## config.mk

```make
export PLATFORM = sky130hd
export DESIGN_NAME = tcdm_burst_master
export DESIGN_NICKNAME = d
export VERILOG_FILES = /design/src/rtl/tcdm_burst_master.sv
export SDC_FILE = /design/constraint.sdc
export NUM_CORES = 1
export LEC_CHECK = 0
export BUFFER_PORTS_ARGS = -buffer_cell sky130_fd_sc_hd__buf_2
export CORE_ASPECT_RATIO = 0.8
export CORE_MARGIN = 4
export CORE_UTILIZATION = 50
export DETAILED_ROUTE_END_ITERATION = 8
export HOLD_SLACK_MARGIN = 0.02
export PLACE_DENSITY_LB_ADDON = 0.2
export SLEW_MARGIN = 40
export SYNTH_ARGS = -nofsm -noshare
export SYNTH_HDL_FRONTEND = slang
export SYNTH_SLANG_ARGS = --single-unit
```

## constraint.sdc

```tcl
create_clock -name clk_i -period 4.2 [get_ports clk_i]
set_clock_uncertainty 0.15 [all_clocks]
set_input_delay 0.63 -clock clk_i [delete_from_list [all_inputs] [get_ports clk_i]]
set_output_delay 0.63 -clock clk_i [all_outputs]
set_load 0.03 [all_outputs]
```

## src/rtl/tcdm_burst_master.sv

```systemverilog
`timescale 1ns/1ps
`default_nettype none
// +----------------------------------------------------------------------------+
// | Module      : tcdm_burst_master                                            |
// | Description : Strided burst initiator on a TCDM port. A write burst moves  |
// |               words from the wdata stream to memory. A read burst moves    |
// |               memory words into a small FIFO that drains to the rdata      |
// |               stream.                                                      |
// | Ports       : clk_i/rst_i        clock, synchronous active-high reset      |
// |               start_i..be_i      burst command, sampled on start in IDLE   |
// |               busy_o/done_o      burst in progress / one-cycle completion  |
// |               tcdm_*             TCDM initiator (req/gnt, r_valid resp.)   |
// |               wdata/wvalid/wready  write data stream in                    |
// |               rdata/rvalid/rready  read data stream out                    |
// |               proto_err_cnt_o    saturating count of r_valid seen in IDLE  |
// | Revision    : 1.0 - initial release                                        |
// +----------------------------------------------------------------------------+
module tcdm_burst_master #(
  parameter int FIFO_DEPTH = 4,
  parameter int LEN_W      = 16
) (
  input  logic             clk_i,
  input  logic             rst_i,
  input  logic             start_i,
  input  logic             write_i,
  input  logic [31:0]      base_addr_i,
  input  logic [31:0]      stride_i,
  input  logic [LEN_W-1:0] len_i,
  input  logic [3:0]       be_i,
  output logic             busy_o,
  output logic             done_o,
  output logic             tcdm_req_o,
  input  logic             tcdm_gnt_i,
  output logic [31:0]      tcdm_add_o,
  output logic             tcdm_wen_o,
  output logic [3:0]       tcdm_be_o,
  output logic [31:0]      tcdm_data_o,
  input  logic [31:0]      tcdm_r_data_i,
  input  logic             tcdm_r_valid_i,
  input  logic [31:0]      wdata_i,
  input  logic             wvalid_i,
  output logic             wready_o,
  output logic [31:0]      rdata_o,
  output logic             rvalid_o,
  input  logic             rready_i,
  output logic [7:0]       proto_err_cnt_o
);

  localparam int              c_AW    = $clog2(FIFO_DEPTH);
  localparam int              c_CW    = c_AW + 1;
  localparam logic [c_CW:0]   c_DEPTH = (c_CW+1)'(FIFO_DEPTH);

  localparam logic [1:0] c_IDLE  = 2'd0;
  localparam logic [1:0] c_ISSUE = 2'd1;
  localparam logic [1:0] c_WAIT  = 2'd2;

  logic [1:0]       r_state;
  logic [1:0]       w_state_nxt;
  logic             r_write;
  logic [31:0]      r_addr;
  logic [31:0]      r_stride;
  logic [LEN_W-1:0] r_len;
  logic [3:0]       r_be;
  logic [LEN_W-1:0] r_issued;
  logic [LEN_W-1:0] r_received;
  logic [c_CW-1:0]  r_inflight;
  logic [c_CW-1:0]  r_fcnt;
  logic [c_AW-1:0]  r_wptr;
  logic [c_AW-1:0]  r_rptr;
  logic [31:0]      r_mem [FIFO_DEPTH];
  logic             r_zero_done;
  logic [7:0]       r_err_cnt;

  logic w_grant;
  logic w_rsp;
  logic w_push;
  logic w_pop;
  logic w_last;
  logic w_all_rcvd;
  logic w_room;

  assign w_grant    = tcdm_req_o & tcdm_gnt_i;
  assign w_rsp      = tcdm_r_valid_i & busy_o;
  assign w_push     = w_rsp & ~r_write;
  assign w_pop      = rvalid_o & rready_i;
  assign w_last     = (r_issued == r_len - LEN_W'(1));
  assign w_all_rcvd = (r_received == r_len);
  // Outstanding read slots: words buffered plus words granted but unanswered.
  // Requesting only while this stays below the depth makes overflow impossible.
  assign w_room     = (({1'b0, r_fcnt} + {1'b0, r_inflight}) < c_DEPTH);

  assign tcdm_add_o      = r_addr;
  assign rvalid_o        = (r_fcnt != '0);
  assign rdata_o         = rvalid_o ? r_mem[r_rptr] : 32'h0;
  assign proto_err_cnt_o = r_err_cnt;

  // State register
  always_ff @(posedge clk_i) begin
    if (rst_i) r_state <= c_IDLE;
    else       r_state <= w_state_nxt;
  end

  // Next-state logic
  always_comb begin
    w_state_nxt = r_state;
    case (r_state)
      c_IDLE:  if (start_i && (len_i != '0)) w_state_nxt = c_ISSUE;
      c_ISSUE: if (w_grant && w_last)        w_state_nxt = c_WAIT;
      c_WAIT:  if (w_all_rcvd)               w_state_nxt = c_IDLE;
      default: w_state_nxt = c_IDLE;
    endcase
  end

  // Output logic
  always_comb begin
    busy_o      = 1'b0;
    done_o      = r_zero_done;
    tcdm_req_o  = 1'b0;
    tcdm_wen_o  = 1'b1;
    tcdm_be_o   = 4'h0;
    tcdm_data_o = 32'h0;
    wready_o    = 1'b0;
    case (r_state)
      c_ISSUE: begin
        busy_o = 1'b1;
        if (r_write) begin
          // Request mirrors the stream; the stream handshake is the grant.
          tcdm_req_o  = wvalid_i;
          tcdm_wen_o  = 1'b0;
          tcdm_be_o   = r_be;
          tcdm_data_o = wdata_i;
          wready_o    = wvalid_i & tcdm_gnt_i;
        end else begin
          tcdm_req_o  = w_room;
          tcdm_be_o   = 4'hF;
        end
      end
      c_WAIT: begin
        busy_o = 1'b1;
        done_o = w_all_rcvd;
      end
      default: ;
    endcase
  end

  // Burst bookkeeping
  always_ff @(posedge clk_i) begin
    if (rst_i) begin
      r_write     <= 1'b0;
      r_addr      <= 32'h0;
      r_stride    <= 32'h0;
      r_len       <= '0;
      r_be        <= 4'h0;
      r_issued    <= '0;
      r_received  <= '0;
      r_inflight  <= '0;
      r_zero_done <= 1'b0;
      r_err_cnt   <= 8'h0;
    end else begin
      r_zero_done <= 1'b0;
      if ((r_state == c_IDLE) && start_i) begin
        r_write     <= write_i;
        r_addr      <= base_addr_i;
        r_stride    <= stride_i;
        r_len       <= len_i;
        r_be        <= be_i;
        r_issued    <= '0;
        r_received  <= '0;
        r_inflight  <= '0;
        r_zero_done <= (len_i == '0);
      end
      // Running sum gives base + issued*stride without a multiplier.
      if (w_grant) begin
        r_addr   <= r_addr + r_stride;
        r_issued <= r_issued + LEN_W'(1);
      end
      if (w_rsp) r_received <= r_received + LEN_W'(1);
      if (w_grant && !r_write && !w_push)      r_inflight <= r_inflight + c_CW'(1);
      else if (!(w_grant && !r_write) && w_push) r_inflight <= r_inflight - c_CW'(1);
      if ((r_state == c_IDLE) && tcdm_r_valid_i && (r_err_cnt != 8'hFF))
        r_err_cnt <= r_err_cnt + 8'h1;
    end
  end

  // Read-data FIFO control
  always_ff @(posedge clk_i) begin
    if (rst_i) begin
      r_wptr <= '0;
      r_rptr <= '0;
      r_fcnt <= '0;
    end else begin
      if (w_push) r_wptr <= r_wptr + c_AW'(1);
      if (w_pop)  r_rptr <= r_rptr + c_AW'(1);
      if (w_push && !w_pop)      r_fcnt <= r_fcnt + c_CW'(1);
      else if (!w_push && w_pop) r_fcnt <= r_fcnt - c_CW'(1);
    end
  end

  // FIFO storage; contents are don't-care while the count says empty
  always_ff @(posedge clk_i) begin
    if (w_push) r_mem[r_wptr] <= tcdm_r_data_i;
  end

endmodule
`default_nettype wire
```

==> results.cfg <==
[sta]
min_period_ps = 3220
finalHoldViolations = 0
whs_ps = 167
slew_headroom_pct = 53.2
fmax_mhz = 311
period_share_pct = 76.7
tns_ps = 0
rsz0062_at_grt = false
final-setup-viol-count = 0
worstMarginPinSlew_ps = 702
maxSlewViolCount = 0

[yosys]
async_flop_share_pct = 0
ys_types = 68
yosysTopAreaCellShare_pct = 28.6
ys_ff_latch = 268
synth_fp_nets = 1567
synth_edf_count = 128
synth.most_common_cell = nand2_1
ys.warnings.count = 0
synth_top_area_cell = edfxtp_1
ys.flop_type = dfxtp_1
synth_cells = 1361
synthTopCellsByArea = edfxtp_1, dfxtp_1, nand2_1
syn_avg_cell_area_sq_um = 9.87
synthTopCellsByCount = nand2_1, dfxtp_1, a21oi_1
netlist_area_sq_um = 13400
yosysSeqAreaShare_pct = 49.5

[global_routing]
overflow = 0
use_met2_pct = 36.1
grt_usage_pct = 22.2
grt_max_degree = 70
met3_usage_pct = 3.20
busiest_layer = met2
antenna_found_initial = 0
grt_pass1_wl_mm = 54.4
grt_pass1_vias = 10800
use_met1_pct = 32.1

[drt]
wl_mm = 33.8
drt_pass1_iterations = 5
drc = 0
drt_iter0_markers = 644
ant_nets = 0
detail_route.wl_per_cell_microns = 17.1
vias = 11000
vias_per_cell = 5.56

[worst_setup_path]
timing.critical_path.buf_inv = 2
cpPeakStageDelay_ps = 650
start_kind = register
required_ps = 3420
crit_family = flip-flops
cp_max_fo = 14
crit_slowest_cell = dfxtp_2
cp.arrival_ps = 2440
worstSetupPathType = register to output pin
cp-end-kind = output pin
cp_cell_sequence = buf_4, mux4_2, and2_1, buf_2

[clocking]
cts_setup_buffers = 0
htree_levels = 1
cts_made_buffers = 27
cts.sink_count = 268
cts_tree = built
clock_tree.buffer_depth = 3
cts_hold_buf = 0
ctsResizeCount = 0
clkLatencyLatePin_ps = 530
clk_transition_reported_paths_ps = 60
cts_root_buffer = clkbuf_16

[floorplanning]
rows = 53
core_sq_um = 26400
die_x_microns = 191
start_util_pct = 50.9
dieArea_sq_um = 29600
fp.dieH_microns = 155
ios = 270

[cells_and_area]
nets = 1800
drive_above_1_share_pct = 23.3
syn2layout_area_growth_pct = 18.1
n_fill_cell = 2306
num_antenna_cells = 0

[pwr]
max-vdd-ir-drop_v = 0.000309
leakagePower_nw = 6.47
p_per_area_nw_per_um2 = 529

[placement]
io_buffers = 269
routabilityCongestion = 0.900
dp_hpwl_mm = 24.0

[job]
maxCapViolCount = 0

[run_status]
status = complete, no violations

[worst_hold_path]
min_path_type = input port to register
-- sequential cells by signal (all words and copies together) (netlist names), 3 cells and up, named ones only --
signal,flops
proto_err_cnt_o,8
r_len,16
r_fcnt,3
r_stride,32
r_received,16
r_mem,128
r_be,4
r_issued,16
tcdm_add_o,32
r_inflight,3
-- per-layer routing --
| layer | share of wire, % | wire length [microns] |
|---|---|---|
| met1 | 46 | 15700 |
| met2 | 46 | 15500 |
| met3 | 5.9 | 1990 |
| met4 | 1.9 | 638 |
| met5 | 0 | 0 |
-- placed cells by master (no fill, tap or decap), drive strengths merged, types with 43 or more instances in the layout --
cell type,count
dfxtp,140
and2,47
nor2,94
a21oi,136
edfxtp,128
ha,48
and3,43
xnor2,46
buf,287
nand2,234
-- cell type report --
cell class	instances	area [sq um]	share of cell area, %
Clock buffer	35	716	4.51
Clock inverter	15	98.8	0.623
Sequential cell	268	6650	41.9
Multi-Input combinational cell	980	6340	40.0
Inverter	30	113	0.710
Timing Repair Buffer	287	1500	9.44
Tap cell	357	447	2.82
-- stage by stage --
stage                     power [W]  util [%]  setup slack [ps]  cells  instance area [sq um]
after detailed placement    0.00623      57.0              1060   1922                  15000
after global routing        0.00889      60.1               762   1972                  15900
final                       0.00839      60.1               981   1972                  15900
after floorplan             0.00540         -              1210   1361                  13400
after global placement      0.00618      57.0              1180   1922                  15000
after CTS                   0.00847      60.1               888   1972                  15900
-- report_power, final --
group          leakage, nW  switching, W  total, W  internal, W
registers             2.30      0.000219   0.00318      0.00297
clock network        0.398      0.000968   0.00223      0.00126
logic                 3.77       0.00190   0.00298      0.00109
-- path summary, 6_finish.rpt --
kind | start | end | slack [ps] | depth (start not counted)
max reg2reg | tcdm_add_o[0] | tcdm_add_o[30] | 1070 | 12
min | tcdm_r_data_i[31] | r_mem[3][31] | 170 | 1
min reg2reg | r_stride[27] | r_stride[27] | 310 | 2
max | register | rdata_o[27] | 980 | 4
-- logic make-up (layout without fill, tap and decap cells) --
group                    after synthesis  in the layout  synth area share [%]
flip-flops                           268            268                  49.5
AO/OA/AOI/OAI                        278            278                  12.8
AND/OR/NAND/NOR                      541            541                  19.0
buffers and inverters                113            367                  3.37
multiplexers                          41             41                  6.07
adder cells (fa/ha/maj)               50             50                  4.77
XOR/XNOR                              70             70                  4.56
No activity file was read; power rests on OpenSTA's default activity.
